$ cat config.mk
export PLATFORM = sky130hd
export DESIGN_NAME = fetch
export DESIGN_NICKNAME = d
export VERILOG_FILES = /design/src/rtl/fetch.sv
export SDC_FILE = /design/constraint.sdc
export NUM_CORES = 1
export LEC_CHECK = 0
export CAP_MARGIN = 20
export CORE_MARGIN = 2
export CORE_UTILIZATION = 35
export DETAILED_ROUTE_END_ITERATION = 10
export GPL_TIMING_DRIVEN = 0
export PLACE_DENSITY = 0.53
export SETUP_SLACK_MARGIN = 0.5
export SLEW_MARGIN = 30
export SYNTH_ARGS = -nofsm -noshare
export SYNTH_HDL_FRONTEND = slang
export SYNTH_SLANG_ARGS = --single-unit
$ cat constraint.sdc
create_clock -name clk -period 3.46 [get_ports clk]
set_clock_uncertainty 0.15 [all_clocks]
set_input_delay 0.346 -clock clk [delete_from_list [all_inputs] [get_ports clk]]
set_output_delay 0.346 -clock clk [all_outputs]
set_load 0.01 [all_outputs]
$ cat src/rtl/fetch.sv
// Instruction fetch stage: PC generation, credit-limited imem requests, and an
// in-order {instr, pc} queue that feeds decode.
module fetch #(
    parameter int                    INSTR_WIDTH = 32,
    parameter int                    ADDR_WIDTH  = 32,
    parameter logic [ADDR_WIDTH-1:0] RESET_PC    = '0,
    parameter int                    BUF_DEPTH   = 4
) (
    input  logic                   clk,
    input  logic                   rst,
    output logic                   imem_req_valid,
    output logic [ADDR_WIDTH-1:0]  imem_req_addr,
    input  logic                   imem_req_ready,
    input  logic                   imem_resp_valid,
    input  logic [INSTR_WIDTH-1:0] imem_resp_data,
    input  logic                   redirect_valid,
    input  logic [ADDR_WIDTH-1:0]  redirect_pc,
    output logic                   instr_valid,
    output logic [INSTR_WIDTH-1:0] instr_out,
    output logic [ADDR_WIDTH-1:0]  pc_out,
    input  logic                   instr_ready
);
    localparam int              CW      = $clog2(BUF_DEPTH + 1);
    localparam int              PW      = $clog2(BUF_DEPTH);
    localparam logic [CW:0]     DEPTH_W = (CW + 1)'(BUF_DEPTH);
    localparam logic [ADDR_WIDTH-1:0] STEP = ADDR_WIDTH'(4);

    logic [ADDR_WIDTH-1:0]  r_fetch_pc;
    logic [ADDR_WIDTH-1:0]  r_resp_pc;
    logic [CW-1:0]          r_out_cnt;
    logic [CW-1:0]          r_drop_cnt;
    logic [CW-1:0]          r_count;
    logic [PW-1:0]          r_rd_ptr;
    logic [PW-1:0]          r_wr_ptr;
    logic [INSTR_WIDTH-1:0] r_buf_instr [BUF_DEPTH];
    logic [ADDR_WIDTH-1:0]  r_buf_pc    [BUF_DEPTH];

    logic [CW:0]            w_credit_sum;
    logic                   w_empty;
    logic                   w_show;
    logic                   w_req_fire;
    logic                   w_pop;
    logic                   w_resp_keep;
    logic                   w_resp_drop;
    logic [ADDR_WIDTH-1:0]  w_redirect_pc;
    logic                   w_unused_pc_lsb;

    // Both handshakes are plain valid/ready: a transfer happens on a rising edge
    // where valid and ready are both high; valid never waits on ready.
    assign w_credit_sum   = {1'b0, r_out_cnt} + {1'b0, r_count};
    assign imem_req_valid = !rst && !redirect_valid && (w_credit_sum < DEPTH_W);
    assign imem_req_addr  = rst ? '0 : r_fetch_pc;

    assign w_empty     = (r_count == '0);
    assign w_show      = !rst && !w_empty;
    assign instr_valid = w_show && !redirect_valid;
    assign instr_out   = w_show ? r_buf_instr[r_rd_ptr] : '0;
    assign pc_out      = w_show ? r_buf_pc[r_rd_ptr] : '0;

    assign w_req_fire    = imem_req_valid && imem_req_ready;
    assign w_pop         = instr_valid && instr_ready;
    assign w_resp_keep   = imem_resp_valid && !redirect_valid && (r_drop_cnt == '0);
    assign w_resp_drop   = imem_resp_valid && !redirect_valid && (r_drop_cnt != '0);
    assign w_redirect_pc = {redirect_pc[ADDR_WIDTH-1:2], 2'b00};
    assign w_unused_pc_lsb = ^redirect_pc[1:0];

    always_ff @(posedge clk) begin
        if (rst) begin
            r_fetch_pc <= RESET_PC;
            r_resp_pc  <= RESET_PC;
            r_out_cnt  <= '0;
            r_drop_cnt <= '0;
            r_count    <= '0;
            r_rd_ptr   <= '0;
            r_wr_ptr   <= '0;
        end else begin
            r_out_cnt <= r_out_cnt + CW'(w_req_fire) - CW'(imem_resp_valid);
            if (redirect_valid) begin
                // Everything still in flight belongs to the old path; a response
                // arriving right now is already accounted for by being dropped here.
                r_fetch_pc <= w_redirect_pc;
                r_resp_pc  <= w_redirect_pc;
                r_drop_cnt <= r_out_cnt - CW'(imem_resp_valid);
                r_count    <= '0;
                r_rd_ptr   <= '0;
                r_wr_ptr   <= '0;
            end else begin
                if (w_req_fire) begin
                    r_fetch_pc <= r_fetch_pc + STEP;
                end
                if (w_resp_drop) begin
                    r_drop_cnt <= r_drop_cnt - CW'(1);
                end
                if (w_resp_keep) begin
                    r_wr_ptr  <= r_wr_ptr + PW'(1);
                    r_resp_pc <= r_resp_pc + STEP;
                end
                if (w_pop) begin
                    r_rd_ptr <= r_rd_ptr + PW'(1);
                end
                r_count <= r_count + CW'(w_resp_keep) - CW'(w_pop);
            end
        end
    end

    // Queue storage needs no reset; occupancy is tracked by r_count alone.
    always_ff @(posedge clk) begin
        if (w_resp_keep) begin
            r_buf_instr[r_wr_ptr] <= imem_resp_data;
            r_buf_pc[r_wr_ptr]    <= r_resp_pc;
        end
    end
endmodule

---- Word level (Yosys, flattened, before mapping) ----
Memory sizes are Yosys's and may differ from the RTL's. A register that Yosys moved wholly into a read port is not among the register bits.
Index checks and enable logic that the tools add are counted.
operators by class
  eq/ne operators ......................... 0
  muxes and demuxes ....................... 15
  div/mod/pow operators ................... 0
  reductions and logical operators ........ 19
  bitwise operators ....................... 0
  add/sub/neg operators ................... 11
  multiply operators ...................... 0
  $lt $le $gt $ge ......................... 1
  shifts and indexed selects .............. 0
operators by type and width
  operator                 count
  $mux W32                 7
  $add A32 B3 Y32 const B  2
  $logic_and A1 B1 Y1      9
  $sub A3 B1 Y3            3
  $mux W2                  4
  $add A3 B1 Y3            2
  $logic_not A3 Y1         2
  $mux W3                  2
  $reduce_bool A2 Y1       3
  $add A2 B1 Y2 const B    2
  $add A3 B3 Y4            1
  $lt A4 B3 Y1 const B     1
  $logic_not A1 Y1         3
  $reduce_bool A3 Y1       1
  $sub A3 B1 Y3 const B    1
  $mux W1                  2
  $reduce_or A2 Y1         1
storage, ports and cells
  input bits .............................. 70
  bits in read-only memories .............. 0
  RAM bits ................................ 256
  logic and storage cells ................. 57
  register bits after elaboration ......... 77
  bits in latches ......................... 0
  memories ................................ 2
  output and inout port bits .............. 98
memory list
  name         words  width  read ports  clocked after Yosys merged registers in  write ports  line  source
  r_buf_instr  4      32     1           1                                        1            35    logic [INSTR_WIDTH-1:0] r_buf_instr [BUF_DEPTH];
  r_buf_pc     4      32     1           1                                        1            36    logic [ADDR_WIDTH-1:0] r_buf_pc [BUF_DEPTH];

---- Longest topological paths before layout ----
Gate-level depths: netlist (run 1).
  depth after elaboration ................. 7
  mapped depth ............................ 13
  gate-level depth less buffers ........... 12

---- Worst setup path before layout (run 1) ----
No wires, ideal clock.
  path type ............................... reg-to-reg
  start ................................... reg r_drop_cnt[0]
  end ..................................... mem r_buf_instr[0][0] (enable)
  path buffers ............................ 1
  setup slack ............................. 0.378 ns
  required time ........................... 2.883 ns
  cell stages (with the launch flop) ...... 6
  library setup time ...................... 0.427 ns
  period minus slack after synthesis ...... 3.082 ns
  data arrival time ....................... 2.505 ns
  cell sequence ........................... dfxtp_1 inv_1 ha_1 and3b_1 clkbuf_1 and3_1
between the ends
  word-level cells in the longest chain between the ends .. 4
ends and longest elaborated chain
  item                           line  source
  from (decl)                    31    logic [CW-1:0] r_drop_cnt;
  from (signal assigned)         83    r_drop_cnt <= r_out_cnt - CW'(imem_resp_valid);
  from (signal assigned)         92    r_drop_cnt <= r_drop_cnt - CW'(1);
  $logic_not A3 Y1               62    assign w_resp_keep = imem_resp_valid && !redirect_valid && (r_drop_cnt == '0);
  $logic_and A1 B1 Y1            62
  $mux W1                        108   if (w_resp_keep) begin
  $mux W1 (implied by the code)  109   r_buf_instr[r_wr_ptr] <= imem_resp_data;
  to (decl)                      35
Every way passes these cells.

---- Final worst setup path (run 1) ----
  start ................................... in rst
  end ..................................... out imem_req_addr[11]
between the ends
  word-level cells in the longest chain between the ends .. 1
ends and longest elaborated chain
  item         line  source
  from (decl)  10    input logic rst,
  $mux W32     52    assign imem_req_addr = rst ? '0 : r_fetch_pc;
  to (decl)    12    output logic [ADDR_WIDTH-1:0] imem_req_addr,
Every way passes these cells.

==> impl_results.md, run 1 <==
* Vias in the first global route at 8,565
* Buffer depth of the longest clock path at 3
* CP max FO at 10
* Main synth FF type: edfxtp_1
* Hold Path Class: in -> reg
* Final Slew Violations at 0
* Critical path type: in -> out
* Antenna diodes at 0
* Clock sinks at 323
* Final worst setup slack at 0.5868 ns
* Family with the most delay on the worst path: buffers and inverters
* GP Congestion at 0.9013
* Multi-input logic area at 4553 µm²
* CP max-delay cell: clkdlybuf4s50_1
* Final nets at 1,250
* Starting Density at 35.63%
* Layout area overhead at 28.49%
* Via/cell ratio at 4.933
* Setup TNS after final layout at 0 ns
* H-tree depth at 2
* Max Fclk at 0.3481 GHz
* PortBufs at 160
* Setup crit start kind: input pin
* Pleak at 0.006300 µW
* Initial antenna violation count at 0
* Largest net degree at the start of global routing at 35
* Syn Area/Cell at 14.65 µm²
* Setup-failing EPs final at 0
* Synth unique cells at 61
* Fill count at 3,512
* Die span in x at 202.8 µm
* Cell Pwr Density at 511.6 nW/µm²
* CP arrival at 2.38 ns
* Clock-pin transition on the worst setup and hold timing paths at 0.06 ns
* Maxcap violations at 0
* Tcrit/Tclk final at 83.04%
* Critical Path RT at 2.96 ns
* Async set-reset flop share out of synthesis at 0%
* Pre-CTS setup slack at -0.2240 ns
* Fin. Hold Viols at 0
* Worst slew margin at 49.22%
* DR vias at 8,431
* Core Region at 38,830 µm²
* Worst slew pin tran at 0.7617 ns
* Final core utilization at 45.78%
* Sequential Area at 8952 µm²
* DRT Pass-1 Iters at 5
* Status: finished, final reports clean
* Total CTS buffers at 37
* Critical Path Sink Type: output port
* Final min period at 2.873 ns
* First-pass GRT wire length at 52,030 µm
* Grt ovf at 0
* DRC violations left at 0
* CTS tree: done
* All-Layer GR Usage at 16.58%
* Mapped Area at 13,830 µm²
* Crit-path cells: clkdlybuf4s50_1, clkbuf_2, clkbuf_2, clkbuf_4, nor2_1, clkdlybuf4s50_1
* Synthesized flop and latch total at 323
* Initial DRC count at 552
* Commonest cells after routing, fill and taps aside: edfxtp_1, clkdlybuf4s50_1, nor2b_1, dfxtp_1, mux4_2
* Commonest non-fill, non-tap cell in the layout: edfxtp_1
* Detailed Route WL at 33,950 µm
* Post-route ant nets at 0
* Post-DP HPWL at 23,020 µm
* RSZ-0062 raised after global routing: yes
* VDD IR max at 316.4 µV
* Row count at 72
* IO Pins at 168
* Die area at 41,130 µm²
* Crit path buffers/inverters at 5
* Fraction of layout cells with a size suffix above 1 at 16.96%
* Yosys warns at 0
* Pwr Total at 9093 µW
* Skew-Pair Late Insertion Delay at 0.53 ns
* Clk root buf: clkbuf_16
* Die Y-Extent at 202.8 µm
* Avg WL per Cell at 19.87 µm
* Register area share after synthesis at 64.69%
* Hold WS at 0.3192 ns
* Post-synth EDFFs at 248
* Post-Syn Instances at 944
* Largest stage delay, worst path at 0.58 ns
layer usage:
layer | part of all wire [%] | up-vias | global-route usage (%)
met5 | 0 | - | 0
met4 | 1.9 | 0 | 4.380
met3 | 6.3 | 47 | 3.483
met2 | 45 | 269 | 26.11
met1 | 46 | 4122 | 23.37
li1 | - | 3993 | -
path summary, 6_finish.rpt:
path                            startpoint  depth (start not counted)  slack, ns                    endpoint
setup / recovery                       rst                          6       0.59           imem_req_addr[11]
hold / removal             redirect_pc[12]                          3       0.32  r_resp_pc[12]$_SDFFE_PP0P_
setup reg to reg   r_out_cnt[2]$_SDFF_PP0_                         13       0.65     r_out_cnt[2]$_SDFF_PP0_
hold reg to reg   r_wr_ptr[0]$_SDFFE_PP0P_                          2       0.35    r_wr_ptr[0]$_SDFFE_PP0P_
cell usage after synthesis (all sizes together), types with 21 or more instances:
master | n | area share, %
edfxtp | 248 | 54
nor2b | 93 | 4.2
dfxtp | 75 | 11
mux4 | 62 | 10
nor2 | 41 | 1.1
nand2 | 37 | 1.0
clkbuf | 36 | 0.98
inv | 35 | 0.95
a21oi | 29 | 1.0
xnor2 | 28 | 1.8
nand4 | 25 | 1.3
xor2 | 24 | 1.5
nand3 | 21 | 0.76
logic make-up (layout without fill, tap and decap cells):
group                    Yosys count  count (layout)  share of synthesized area (%)
XOR/XNOR                          52              52                          3.292
AND/OR/NAND/NOR                  291             291                          12.33
flip-flops                       323             323                          64.69
buffers and inverters             91             335                          2.704
multiplexers                      65              65                          10.32
adder cells (fa/ha/maj)           18              18                          1.737
AO/OA/AOI/OAI                    103             103                          4.902
other                              1               4                        0.02711
area by class of cell:
type                       instances  share of cell area [%]
buffer                            56                   2.414
clock buffer                      47                   5.772
clock inverter                    21                   1.197
inverter                          35                  0.7391
multi-input combinational        533                   25.62
sequential                       323                   50.37
tap                              518                   3.646
timing repair buffer             176                   10.25
through the flow:
| stage | instance area (µm²) | instances |
|---|---|---|
| floorplan | 13850 | 947 |
| global placement | 16100 | 1625 |
| detailed placement | 16200 | 1629 |
| CTS | 17590 | 1697 |
| global route | 17770 | 1709 |
| finish | 17770 | 1709 |
sequential cells by signal, summed over array words and instances, names as in the netlist, named ones only:
signal,count
r_buf_instr,128
r_fetch_pc,30
r_count,3
r_rd_ptr,2
r_resp_pc,30
r_out_cnt,3
r_buf_pc,120
r_wr_ptr,2
r_drop_cnt,3
power breakdown:
group / switching, µW / total [µW] / internal (µW) / leakage, µW
registers: 123 / 4450 / 4320 / 0.00288
logic: 365 / 708 / 344 / 0.00280
clock network: 1530 / 3940 / 2410 / 0.000616
worst reg2reg max path: stages (launching register included):
cell and delay, ns:
dfxtp_2 0.35, ha_1 0.32, nor3_2 0.13, and3_1 0.17, clkbuf_4 0.20, inv_2 0.10, buf_4 0.20, ha_1 0.28
inv_1 0.06, ha_1 0.13, inv_1 0.05, fa_1 0.37, xnor2_1 0.16, nor2_1 0.05
timing repair:
action / 4_1_cts / 5_1_grt
hold endpoints to repair: 0 / 0
resized for setup: 77 / 38
cloned: 0 / 0
pin swaps: 0 / 0
buffers inserted: 0 / 12
endpoints found under the setup margin: 69 / 52
hold buffers: 0 / 0
Power figures use the tool's default switching activity.
==> inputs of run 2 (changes only) <==
==> constraint.sdc (replaced) <==
create_clock -name clk -period 2.8 [get_ports clk]
set_clock_uncertainty 0.15 [all_clocks]
set_input_delay 0.28 -clock clk [delete_from_list [all_inputs] [get_ports clk]]
set_output_delay 0.28 -clock clk [all_outputs]
set_load 0.01 [all_outputs]
==> run 2 against run 1 <==
  * Sequential power is 24% higher
  * Utilization rose by 2.4 points
  * Register-to-register slack worse by 0.26 ns
  * Worst hold slack worse by 0.072 ns
  * Setup slack got worse by 0.35 ns
  * Highest routed layer unchanged
  * Via count rose by 3.4%
  * Die area unchanged
  * Non-clock buffer count rose by 34
==> impl_results.md, run 2 (synthesis gave the netlist of run 1 again) <==
* Critical Path RT at 2.37 ns (-0.59 ns)
* Die area at 41,130 µm² (unchanged)
* DRC violations left at 0 (unchanged)
* Hold Path Class: in -> reg
* Commonest non-fill, non-tap cell in the layout: edfxtp_1
* Cell Pwr Density at 612.1 nW/µm² (+20%)
* VDD IR max at 321.3 µV (+1.5%)
* Pre-CTS setup slack at -0.6259 ns (-0.4019 ns)
* Initial DRC count at 579 (+4.9%)
* Status: finished, final reports clean
* First-pass GRT wire length at 54,190 µm (+4.1%)
* IO Pins at 168 (unchanged)
* Placement Cell Area at 16,320 µm² (+0.72%)
* Antenna diodes at 0 (unchanged)
* Avg WL per Cell at 20.74 µm (+4.4%)
* Fin. Hold Viols at 0 (unchanged)
* Total CTS buffers at 37 (unchanged)
* Grt ovf at 0 (unchanged)
* Detailed Route WL at 36,130 µm (+6.4%)
* Fraction of layout cells with a size suffix above 1 at 31.45% (+14 points)
* All-Layer GR Usage at 17.38% (+0.80 points)
* Final Instance Area at 18,700 µm² (+5.2%)
* Setup crit start kind: register
* H-tree depth at 2 (unchanged)
* Tcrit/Tclk final at 91.65%
* Clock sinks at 323 (unchanged)
* RSZ-0062 raised after global routing: yes
* DR vias at 8,721 (+3.4%)
* PortBufs at 160 (unchanged)
* GP Congestion at 0.9135 (+1.4%)
* Number of flip-flops in the largest register at 128 (unchanged)
* Final nets at 1,288 (+3.0%)
* Die span in x at 202.8 µm (unchanged)
* Critical path type: reg -> out
* Post-CTS Hold Buffers at 0 (unchanged)
* Die Y-Extent at 202.8 µm (unchanged)
* Post-DP HPWL at 22,660 µm (-1.5%)
* Fill count at 3,395 (-3.3%)
* Core Region at 38,830 µm² (unchanged)
* Buffer depth of the longest clock path at 3 (unchanged)
* Clock-pin transition on the worst setup and hold timing paths at 0.06 ns (about the same)
* Post-route ant nets at 0 (unchanged)
* Maxcap violations at 0 (unchanged)
* Final min period at 2.566 ns
* Worst slew margin at 43.16% (-6.1 points)
* Largest regs: r_buf_instr x128, r_buf_pc x120
* DRT Pass-1 Iters at 5 (unchanged)
* Via/cell ratio at 5.006 (+1.5%)
* Clk root buf: clkbuf_16
* Starting Density at 35.63% (unchanged)
* Layout area overhead at 35.16%
* Row count at 72 (unchanged)
* CP max FO at 6 (-4)
* Final Slew Violations at 0 (unchanged)
* Max Fclk at 0.3897 GHz
* Vias in the first global route at 8,936 (+4.3%)
* CTS tree: done
* Setup-failing EPs final at 0 (unchanged)
* Initial antenna violation count at 0 (unchanged)
* Final worst setup slack at 0.2337 ns (-0.3531 ns)
* CP arrival at 2.14 ns (-0.24 ns)
* Largest net degree at the start of global routing at 39 (+11%)
* Critical Path Sink Type: output port
* Skew-Pair Late Insertion Delay at 0.53 ns (about the same)
* Final core utilization at 48.15% (+2.4 points)
* Pleak at 0.006485 µW (+2.9%)
* Top reg by flops: r_buf_instr
* Commonest cells after routing, fill and taps aside: edfxtp_1, clkdlybuf4s50_1, nor2b_1, dfxtp_1, mux4_2
* Worst slew pin tran at 0.8526 ns (+0.09091 ns)
## run 2: final cells by class
| cell class | instances | area, µm² | area share [%] |
|---|---|---|---|
| plain buffers | 56 | 530.5 | 2.837 |
| clock buffers | 43 | 1001 | 5.354 |
| clock inverters | 20 | 241.5 | 1.292 |
| inverters | 35 | 138.9 | 0.7428 |
| multi-input cells | 537 | 5079 | 27.16 |
| flip-flops and latches | 323 | 8974 | 48.00 |
| well taps | 518 | 648.1 | 3.467 |
| repair buffers | 210 | 2085 | 11.15 |
## run 2: repair_timing
action | 4_1_cts | 5_1_grt
endpoints found under the setup margin | 285 | 201
gates cloned | 8 | 0
pin swaps | 16 | 30
resized for setup | 398 | 90
setup buffers | 26 | 16
## run 2: power by group
group | total (µW) | switching (µW) | leakage, µW | internal, µW
Combinational | 1050 | 524 | 0.00299 | 521
Clock | 4900 | 1880 | 0.000605 | 3020
Sequential | 5500 | 153 | 0.00289 | 5350
## run 2: stage by stage
stage | cells | TNS (ns) | hold slack, ns | power (µW)
after CTS | 1726 | 0 | 0.2304 | 11520
after detailed placement | 1629 | -50.12 | 0.3371 | 6500
after global placement | 1625 | -255.98 | 0.3345 | 6483
final | 1742 | 0 | 0.2475 | 11440
after global routing | 1742 | 0 | 0.2523 | 11850
after floorplan | 947 | 0 | 0.2289 | 6072
## run 2: worst max-delay path, stage by stage (launching register included)
cell and delay (ns):
dfxtp_4 0.39, clkbuf_16 0.19, buf_6 0.13, buf_16 0.12
mux4_2 0.51, nor2b_4 0.15, buf_6 0.12
## run 2: path summary, 6_finish.rpt
kind | start | to | slack [ns] | cells after the start
setup / recovery | register | instr_out[17] | 0.23 | 6
hold / removal | imem_resp_data[23] | r_buf_instr[2][23]$_DFFE_PP_ | 0.25 | 1
setup reg to reg | r_drop_cnt[1]$_SDFFE_PP0P_ | r_count[2]$_SDFF_PP0_ | 0.39 | 13
hold reg to reg | r_wr_ptr[0]$_SDFFE_PP0P_ | r_wr_ptr[0]$_SDFFE_PP0P_ | 0.34 | 2
## run 2: metal layers
layer / GRT usage (%) / wire length, µm / up-vias
li1: - / - / 4070
met1: 24.55 / 16590 / 4308
met2: 27.65 / 16770 / 293
met3: 3.307 / 2169 / 50
met4: 4.406 / 605 / 0
met5: 0 / 0 / -
==> inputs of run 3 (changes only) <==
--- a/config.mk
+++ b/config.mk
@@ -5,7 +5,7 @@
 export SDC_FILE = /design/constraint.sdc
 export NUM_CORES = 1
 export LEC_CHECK = 0
-export CAP_MARGIN = 20
+export CAP_MARGIN = 10
 export CORE_MARGIN = 2
 export CORE_UTILIZATION = 35
 export DETAILED_ROUTE_END_ITERATION = 10
==> results of run 3 <==
Same layout as run 2: the final DEF is identical, and so are final timing and power.
